==> config.mk <==
export PLATFORM = sky130hd
export DESIGN_NAME = priority_encoder32
export DESIGN_NICKNAME = d
export VERILOG_FILES = /design/src/rtl/priority_encoder32.sv
export SDC_FILE = /design/constraint.sdc
export NUM_CORES = 1
export LEC_CHECK = 0
export BUFFER_PORTS_ARGS = -buffer_cell sky130_fd_sc_hd__buf_2
export CAP_MARGIN = 25
export CORE_MARGIN = 5
export CORE_UTILIZATION = 40
export DETAILED_ROUTE_END_ITERATION = 16
export PLACE_DENSITY = 0.78
export SYNTH_ARGS = -nofsm -noshare
export SYNTH_HDL_FRONTEND = slang
export SYNTH_SLANG_ARGS = --single-unit
==> constraint.sdc <==
create_clock -name clk -period 1.95 [get_ports clk]
set_input_delay 0.39 -clock clk [delete_from_list [all_inputs] [get_ports clk]]
set_output_delay 0.39 -clock clk [all_outputs]
set_load 0.03 [all_outputs]
==> src/rtl/priority_encoder32.sv <==
// Registered priority encoder: reports the index of the highest set bit of the
// request vector, with a valid flag that separates "bit 0 set" from "nothing
// requested / disabled". One cycle latency, no combinational input-to-output path.
module priority_encoder32 #(
  parameter int unsigned WIDTH = 32,
  parameter int unsigned IDX_W = $clog2(WIDTH)
) (
  input  logic             clk,
  input  logic             rst,
  input  logic             en,
  input  logic [WIDTH-1:0] A,
  output logic [IDX_W-1:0] Y,
  output logic             valid
);

  logic [IDX_W-1:0] idx_tree;
  logic             any_req;
  logic [IDX_W-1:0] y_d, y_q;
  logic             valid_d, valid_q;

  // Log-tree search: at each level keep the upper half of the current window
  // when it holds any set bit (and record that choice as one index bit),
  // otherwise fall back to the lower half.
  always_comb begin
    logic [WIDTH-1:0] win;
    logic [WIDTH-1:0] upper;
    logic [WIDTH-1:0] lo_mask;
    idx_tree = '0;
    win      = A;
    upper    = '0;
    lo_mask  = '0;
    for (int l = int'(IDX_W) - 1; l >= 0; l--) begin
      lo_mask = (WIDTH'(1) << (1 << l)) - WIDTH'(1);
      upper   = (win >> (1 << l)) & lo_mask;
      if (|upper) begin
        idx_tree[l] = 1'b1;
        win         = upper;
      end else begin
        win = win & lo_mask;
      end
    end
  end

  // Gate the tree result: disabled or empty requests encode as 0 / not valid.
  always_comb begin
    any_req = |A;
    valid_d = en & any_req;
    y_d     = valid_d ? idx_tree : '0;
  end

  // Output stage; reset wins over enable.
  always_ff @(posedge clk) begin
    if (rst) begin
      y_q     <= '0;
      valid_q <= 1'b0;
    end else begin
      y_q     <= y_d;
      valid_q <= valid_d;
    end
  end

  assign Y     = y_q;
  assign valid = valid_q;

endmodule

== Yosys cells after proc, flatten, opt, wreduce, memory -nomap -nowiden ==
Index checks and enable logic that the tools add are counted.
Word-level totals
  register bits: 6
  bits in latches: 0
  memory bits (writable): 0
  memory bits (read-only): 0
  bits of input ports: 35
  output and inout port bits: 6
  word-level logic and storage cells: 19
  memories: 0
Operators by class
  add/subtract/negate cells: 0
  $mul: 0
  divide/modulo/power cells: 0
  order comparisons: 0
  equality and inequality tests: 0
  shift-type cells: 0
  muxes and demuxes: 9
  bitwise logic cells: 2
  reductions and logical operators: 6
Operators by type and width (number)
  OR reduction 32 bit: 1
  two-way mux 16 bit: 1
  OR reduction 16 bit: 1
  two-way mux 8 bit: 1
  OR reduction 8 bit: 1
  two-way mux 1 bit: 5
  two-way mux 4 bit: 1
  OR reduction 2 bit: 2
  OR reduction 4 bit: 1
  two-way mux 2 bit: 1
  AND 1 bit: 1
  inverter 1 bit: 1

== Longest topological paths before layout ==
  depth in word-level cells: 9
  mapped depth: 7
  gate-level depth less buffers: 6

== Least setup slack after synthesis ==
OpenSTA, ideal clock, no wires.
  kind: input to register
  start: input port A[25]
  end: register y_q[0], in the netlist Y[0]
  library setup time: 0.121 ns
  data arrival time: 1.665 ns
  data required time: 1.829 ns
  setup slack: 0.164 ns
  stages: 6
  path buffers: 0
  cell sequence: or4_4 o31a_1 a31oi_1 a221oi_1 o221ai_1 a21oi_1
On the way
  cells in the longest elaborated chain, start to end: 9
  elaborated cells on any way between the ends: 13
  those cells by class: mux (5); bitwise (2); reduce/logical (6)
RTL lines
  start, declared: line 11  | input logic [WIDTH-1:0] A,
  OR reduction 16 bit: line 35  | if (|upper) begin
  two-way mux 16 bit: line 35
  OR reduction 8 bit: line 35
  two-way mux 8 bit: line 35
  OR reduction 4 bit: line 35
  two-way mux 4 bit: line 35
  OR reduction 2 bit: line 35
  two-way mux 2 bit: line 35
  two-way mux 1 bit: line 35
  end signal, assigned: line 57  | y_q <= y_d;
  end, declared: line 18  | logic [IDX_W-1:0] y_d, y_q;
Parallel ways exist; a longest one is shown, timed or not.
A chain may end at the register's enable or synchronous reset.

== Final worst setup path ==
  start: input port A[17]
  end: register y_q[0], in the netlist Y[0]
Same word-level chain as after synthesis.

==> impl_metrics.prom <==
# TYPE chip_impl_metric gauge
chip_impl_metric{name="ys_types",unit=""} 34
chip_impl_metric{name="floorplan.io_pins",unit=""} 41
chip_impl_metric{name="vias_in_the_first_global_route",unit=""} 834
chip_impl_metric{name="antennaDiodeCount",unit=""} 0
chip_impl_metric{name="floorplan.initialDensity",unit=""} 0.410
chip_impl_metric{name="final_period_minus_worst_setup_slack",unit="ns"} 1.83
chip_impl_info{name="worst-setup-path-type",value="input port to register"} 1
chip_impl_metric{name="setup_viol",unit=""} 0
chip_impl_info{name="grt_setup_unrepaired",value="false"} 1
chip_impl_info{name="cp_cell_sequence",value="buf_2, nor4_4, nand4_2, o41ai_2, a21o_2, o221ai_1, a21oi_1"} 1
chip_impl_metric{name="finish.utilization",unit=""} 0.636
chip_impl_metric{name="crit_fanout",unit=""} 5
chip_impl_metric{name="cts_setup_buffers",unit=""} 0
chip_impl_metric{name="finalInstanceArea",unit="sq um"} 936
chip_impl_info{name="synth_largest_area_cell",value="sky130_fd_sc_hd__dfxtp_1"} 1
chip_impl_info{name="netlist_top_cells_count",value="sky130_fd_sc_hd__a31oi_1 (8), sky130_fd_sc_hd__dfxtp_1 (6), sky130_fd_sc_hd__nor2_1 (6), sky130_fd_sc_hd__o21ai_0 (6), sky130_fd_sc_hd__nor4_1 (5)"} 1
chip_impl_metric{name="route.met2.wl",unit="um"} 1130
chip_impl_metric{name="syn-mean-instance-area",unit="sq um"} 8.49
chip_impl_metric{name="syn2layout_area_growth",unit="%"} 55.2
chip_impl_metric{name="crit_path_max_incr_delay",unit="ns"} 0.44
chip_impl_metric{name="drv.max_cap_violation_count",unit=""} 0
chip_impl_metric{name="p_sw_frac",unit=""} 0.305
chip_impl_info{name="run_status",value="complete, no violations"} 1
chip_impl_metric{name="number_of_input_and_output_port_buffers_inserted",unit=""} 40
chip_impl_info{name="yosys.cell_count.top_type",value="sky130_fd_sc_hd__a31oi_1"} 1
chip_impl_metric{name="antenna_violating_nets_post_route",unit=""} 0
chip_impl_metric{name="power.share.combinational",unit=""} 0.347
chip_impl_info{name="holdCritPathClass",value="input port to register"} 1
chip_impl_metric{name="power.share.clock",unit=""} 0.299
chip_impl_metric{name="fp.dieArea",unit="sq um"} 2380
chip_impl_metric{name="fp-row-count",unit=""} 14
chip_impl_metric{name="synth_seq_area_share",unit=""} 0.199
chip_impl_metric{name="hpwlAfterDp",unit="um"} 1860
chip_impl_metric{name="placement_stage_cell_area",unit="sq um"} 913
chip_impl_metric{name="power.density_cell_area",unit="nW/um^2"} 397
chip_impl_info{name="topRoutingLayerUsed",value="met4"} 1
chip_impl_metric{name="worst-endpoint-required",unit="ns"} 2.12
chip_impl_metric{name="detail_route.wirelength",unit="um"} 2160
chip_impl_metric{name="worstMarginPinSlew",unit="ns"} 0.403
chip_impl_metric{name="fp.dieW",unit="um"} 48.8
chip_impl_metric{name="share_of_flip_flops_with_an_asynchronous_set_or_reset_after_synthesis",unit=""} 0
chip_impl_metric{name="intPower",unit="mW"} 0.258
chip_impl_metric{name="multi_input_gate_area_in_the_final_layout",unit="sq um"} 453
chip_impl_metric{name="holdPathStages",unit=""} 3
chip_impl_metric{name="cts_hold_buffers",unit=""} 0
chip_impl_metric{name="synth_area",unit="sq um"} 603
chip_impl_info{name="cts.root.buffer_cell",value="sky130_fd_sc_hd__clkbuf_4"} 1
chip_impl_info{name="cts_tree",value="done"} 1
chip_impl_metric{name="clkSlewWorstSetupHoldPaths",unit="ns"} 0.05
chip_impl_metric{name="place.detailed.instances",unit=""} 140
chip_impl_metric{name="crit_arrival",unit="ns"} 2.00
chip_impl_metric{name="seqCellArea",unit="sq um"} 120
chip_impl_metric{name="synth_top_area_frac",unit=""} 0.199
chip_impl_metric{name="p_switching",unit="mW"} 0.113
chip_impl_metric{name="clock_sink_count",unit=""} 6
chip_impl_metric{name="postSynthNetCount",unit=""} 106
chip_impl_metric{name="max_ir_drop_vdd",unit="V"} 0.000168
chip_impl_metric{name="drt_pass1_iterations",unit=""} 5
chip_impl_metric{name="height_of_the_die",unit="um"} 48.8
chip_impl_metric{name="via_per_inst",unit=""} 6.14
chip_impl_metric{name="detail_route.wl_per_cell",unit="um"} 15.1
chip_impl_metric{name="grt_antenna_before_repair",unit=""} 0
chip_impl_metric{name="max_freq",unit="MHz"} 548
chip_impl_info{name="setup.worst_path.start_class",value="input port"} 1
chip_impl_metric{name="leakage",unit="nW"} 0.436
chip_impl_metric{name="global_route_wire_length_before_repair",unit="um"} 3510
chip_impl_metric{name="ys.warnings.count",unit=""} 0
chip_impl_metric{name="coreArea",unit="sq um"} 1470
chip_impl_metric{name="finalHoldViolCount",unit=""} 0
chip_impl_metric{name="place.gp.congestion",unit=""} 0.860
chip_impl_metric{name="cts_resized",unit=""} 0
chip_impl_metric{name="routedLengthMet1",unit="um"} 803
chip_impl_metric{name="fillers",unit=""} 149
chip_impl_metric{name="synth-edff-count",unit=""} 0
chip_impl_metric{name="share_of_the_cycle_needed_by_the_critical_path_after_routing",unit=""} 0.936
chip_impl_metric{name="detailroute.via_count",unit=""} 878
chip_impl_metric{name="grt.overflow.total",unit=""} 0
chip_impl_metric{name="grt_start_max_net_pins",unit=""} 8
chip_impl_metric{name="cts-buffers-inserted",unit=""} 3
chip_impl_metric{name="slew_viol_final",unit=""} 0
chip_impl_metric{name="synth_seq_cells",unit=""} 6
chip_impl_metric{name="drt_first_iter_violations",unit=""} 43
chip_impl_metric{name="share_of_post_route_cells_with_drive_strength_above_1",unit=""} 0.598
chip_impl_metric{name="p_seq_frac",unit=""} 0.354
chip_impl_info{name="synth_top_flop_cell",value="sky130_fd_sc_hd__dfxtp_1"} 1
chip_impl_metric{name="cts-htree-levels",unit=""} 1
chip_impl_info{name="crit_path_top_delay_cell",value="sky130_fd_sc_hd__o41ai_2"} 1
chip_impl_metric{name="met3_wirelength",unit="um"} 190
chip_impl_metric{name="drc",unit=""} 0
chip_impl_metric{name="deepest_clock_path_buffer_count",unit=""} 2
chip_impl_metric{name="overall_track_demand_over_capacity_in_global_routing",unit=""} 0.181
chip_impl_info{name="critPathCaptureType",value="register"} 1
chip_impl_info{name="yosys-top-cells-area",value="sky130_fd_sc_hd__dfxtp_1 (20%), sky130_fd_sc_hd__a31oi_1 (8.3%), sky130_fd_sc_hd__nor4_1 (5.2%), sky130_fd_sc_hd__o21ai_0 (5.0%), sky130_fd_sc_hd__a41o_2 (3.7%)"} 1
chip_impl_metric{name="setup-tns-final",unit="ns"} 0
chip_impl_metric{name="finish.cell_count_without_fillers",unit=""} 143
chip_impl_metric{name="post_synth_inst_count",unit=""} 71
chip_impl_metric{name="slew_headroom",unit=""} 0.730
chip_impl_metric{name="final_nets",unit=""} 164
[worst max-delay path, delay by kind of cell]
family	cells	cell delay, ns
simple gates	2	0.56
buf+inv	1	0.12
compound gates	4	0.92
[sequential cells by signal (all words and copies together), names as in the netlist]
register / count
Y: 5
valid: 1
[layer usage]
layer  track usage  up-vias
met3        0.0336        6
li1              -      416
met2         0.322       51
met4        0.0673        0
met5             0        -
met1         0.211      405
[power groups by stage]
stage | combinational, mW | sequential, mW | clock (mW)
2_1_floorplan | 0.0403 | 0.147 | 0
3_3_place_gp | 0.125 | 0.133 | 0
3_5_place_dp | 0.127 | 0.133 | 0
4_1_cts | 0.128 | 0.131 | 0.113
5_1_grt | 0.140 | 0.131 | 0.128
6_report | 0.129 | 0.131 | 0.111
[stage by stage]
step	power, mW	setup WS, ns	hold slack, ns
after floorplan	0.188	0.164	0.556
after global placement	0.258	-0.0869	0.648
after detailed placement	0.261	-0.104	0.656
after CTS	0.373	0.140	0.404
after global routing	0.399	0.0526	0.414
final	0.371	0.125	0.405
[path summary, 6_finish.rpt]
check | start | endpoint | slack [ns]
min | rst | Y[4] | 0.40
max | A[17] | Y[0] | 0.12
[cell families (layout without fill, tap and decap cells)]
group           Yosys count  in the layout  share of synthesized area
compound gates           34             34                      0.436
simple gates             27             27                      0.315
flops                     6              6                      0.199
buf+inv                   4             60                     0.0498
[layout make-up]
class | instances | share of cell area
Sequential cell | 6 | 0.128
Clock buffer | 3 | 0.0241
Tap cell | 16 | 0.0214
Inverter | 2 | 0.00802
Timing Repair Buffer | 55 | 0.334
Multi-Input combinational cell | 61 | 0.484
[cells in the final DEF, fill, tap and decap left out, types with 2 or more instances in the layout]
cell / count
sky130_fd_sc_hd__a21o_2: 2
sky130_fd_sc_hd__nor2_1: 6
sky130_fd_sc_hd__nor3_2: 2
sky130_fd_sc_hd__clkbuf_4: 3
sky130_fd_sc_hd__o21ai_0: 6
sky130_fd_sc_hd__a221oi_1: 2
sky130_fd_sc_hd__o31ai_1: 2
sky130_fd_sc_hd__dfxtp_1: 6
sky130_fd_sc_hd__a21oi_1: 2
sky130_fd_sc_hd__or3_1: 2
sky130_fd_sc_hd__a31oi_1: 8
sky130_fd_sc_hd__buf_4: 15
sky130_fd_sc_hd__a41o_2: 2
sky130_fd_sc_hd__inv_1: 2
sky130_fd_sc_hd__nor3_1: 3
sky130_fd_sc_hd__buf_2: 40
sky130_fd_sc_hd__nor4_1: 5
Note: power is estimated with default switching activity, not from simulation.
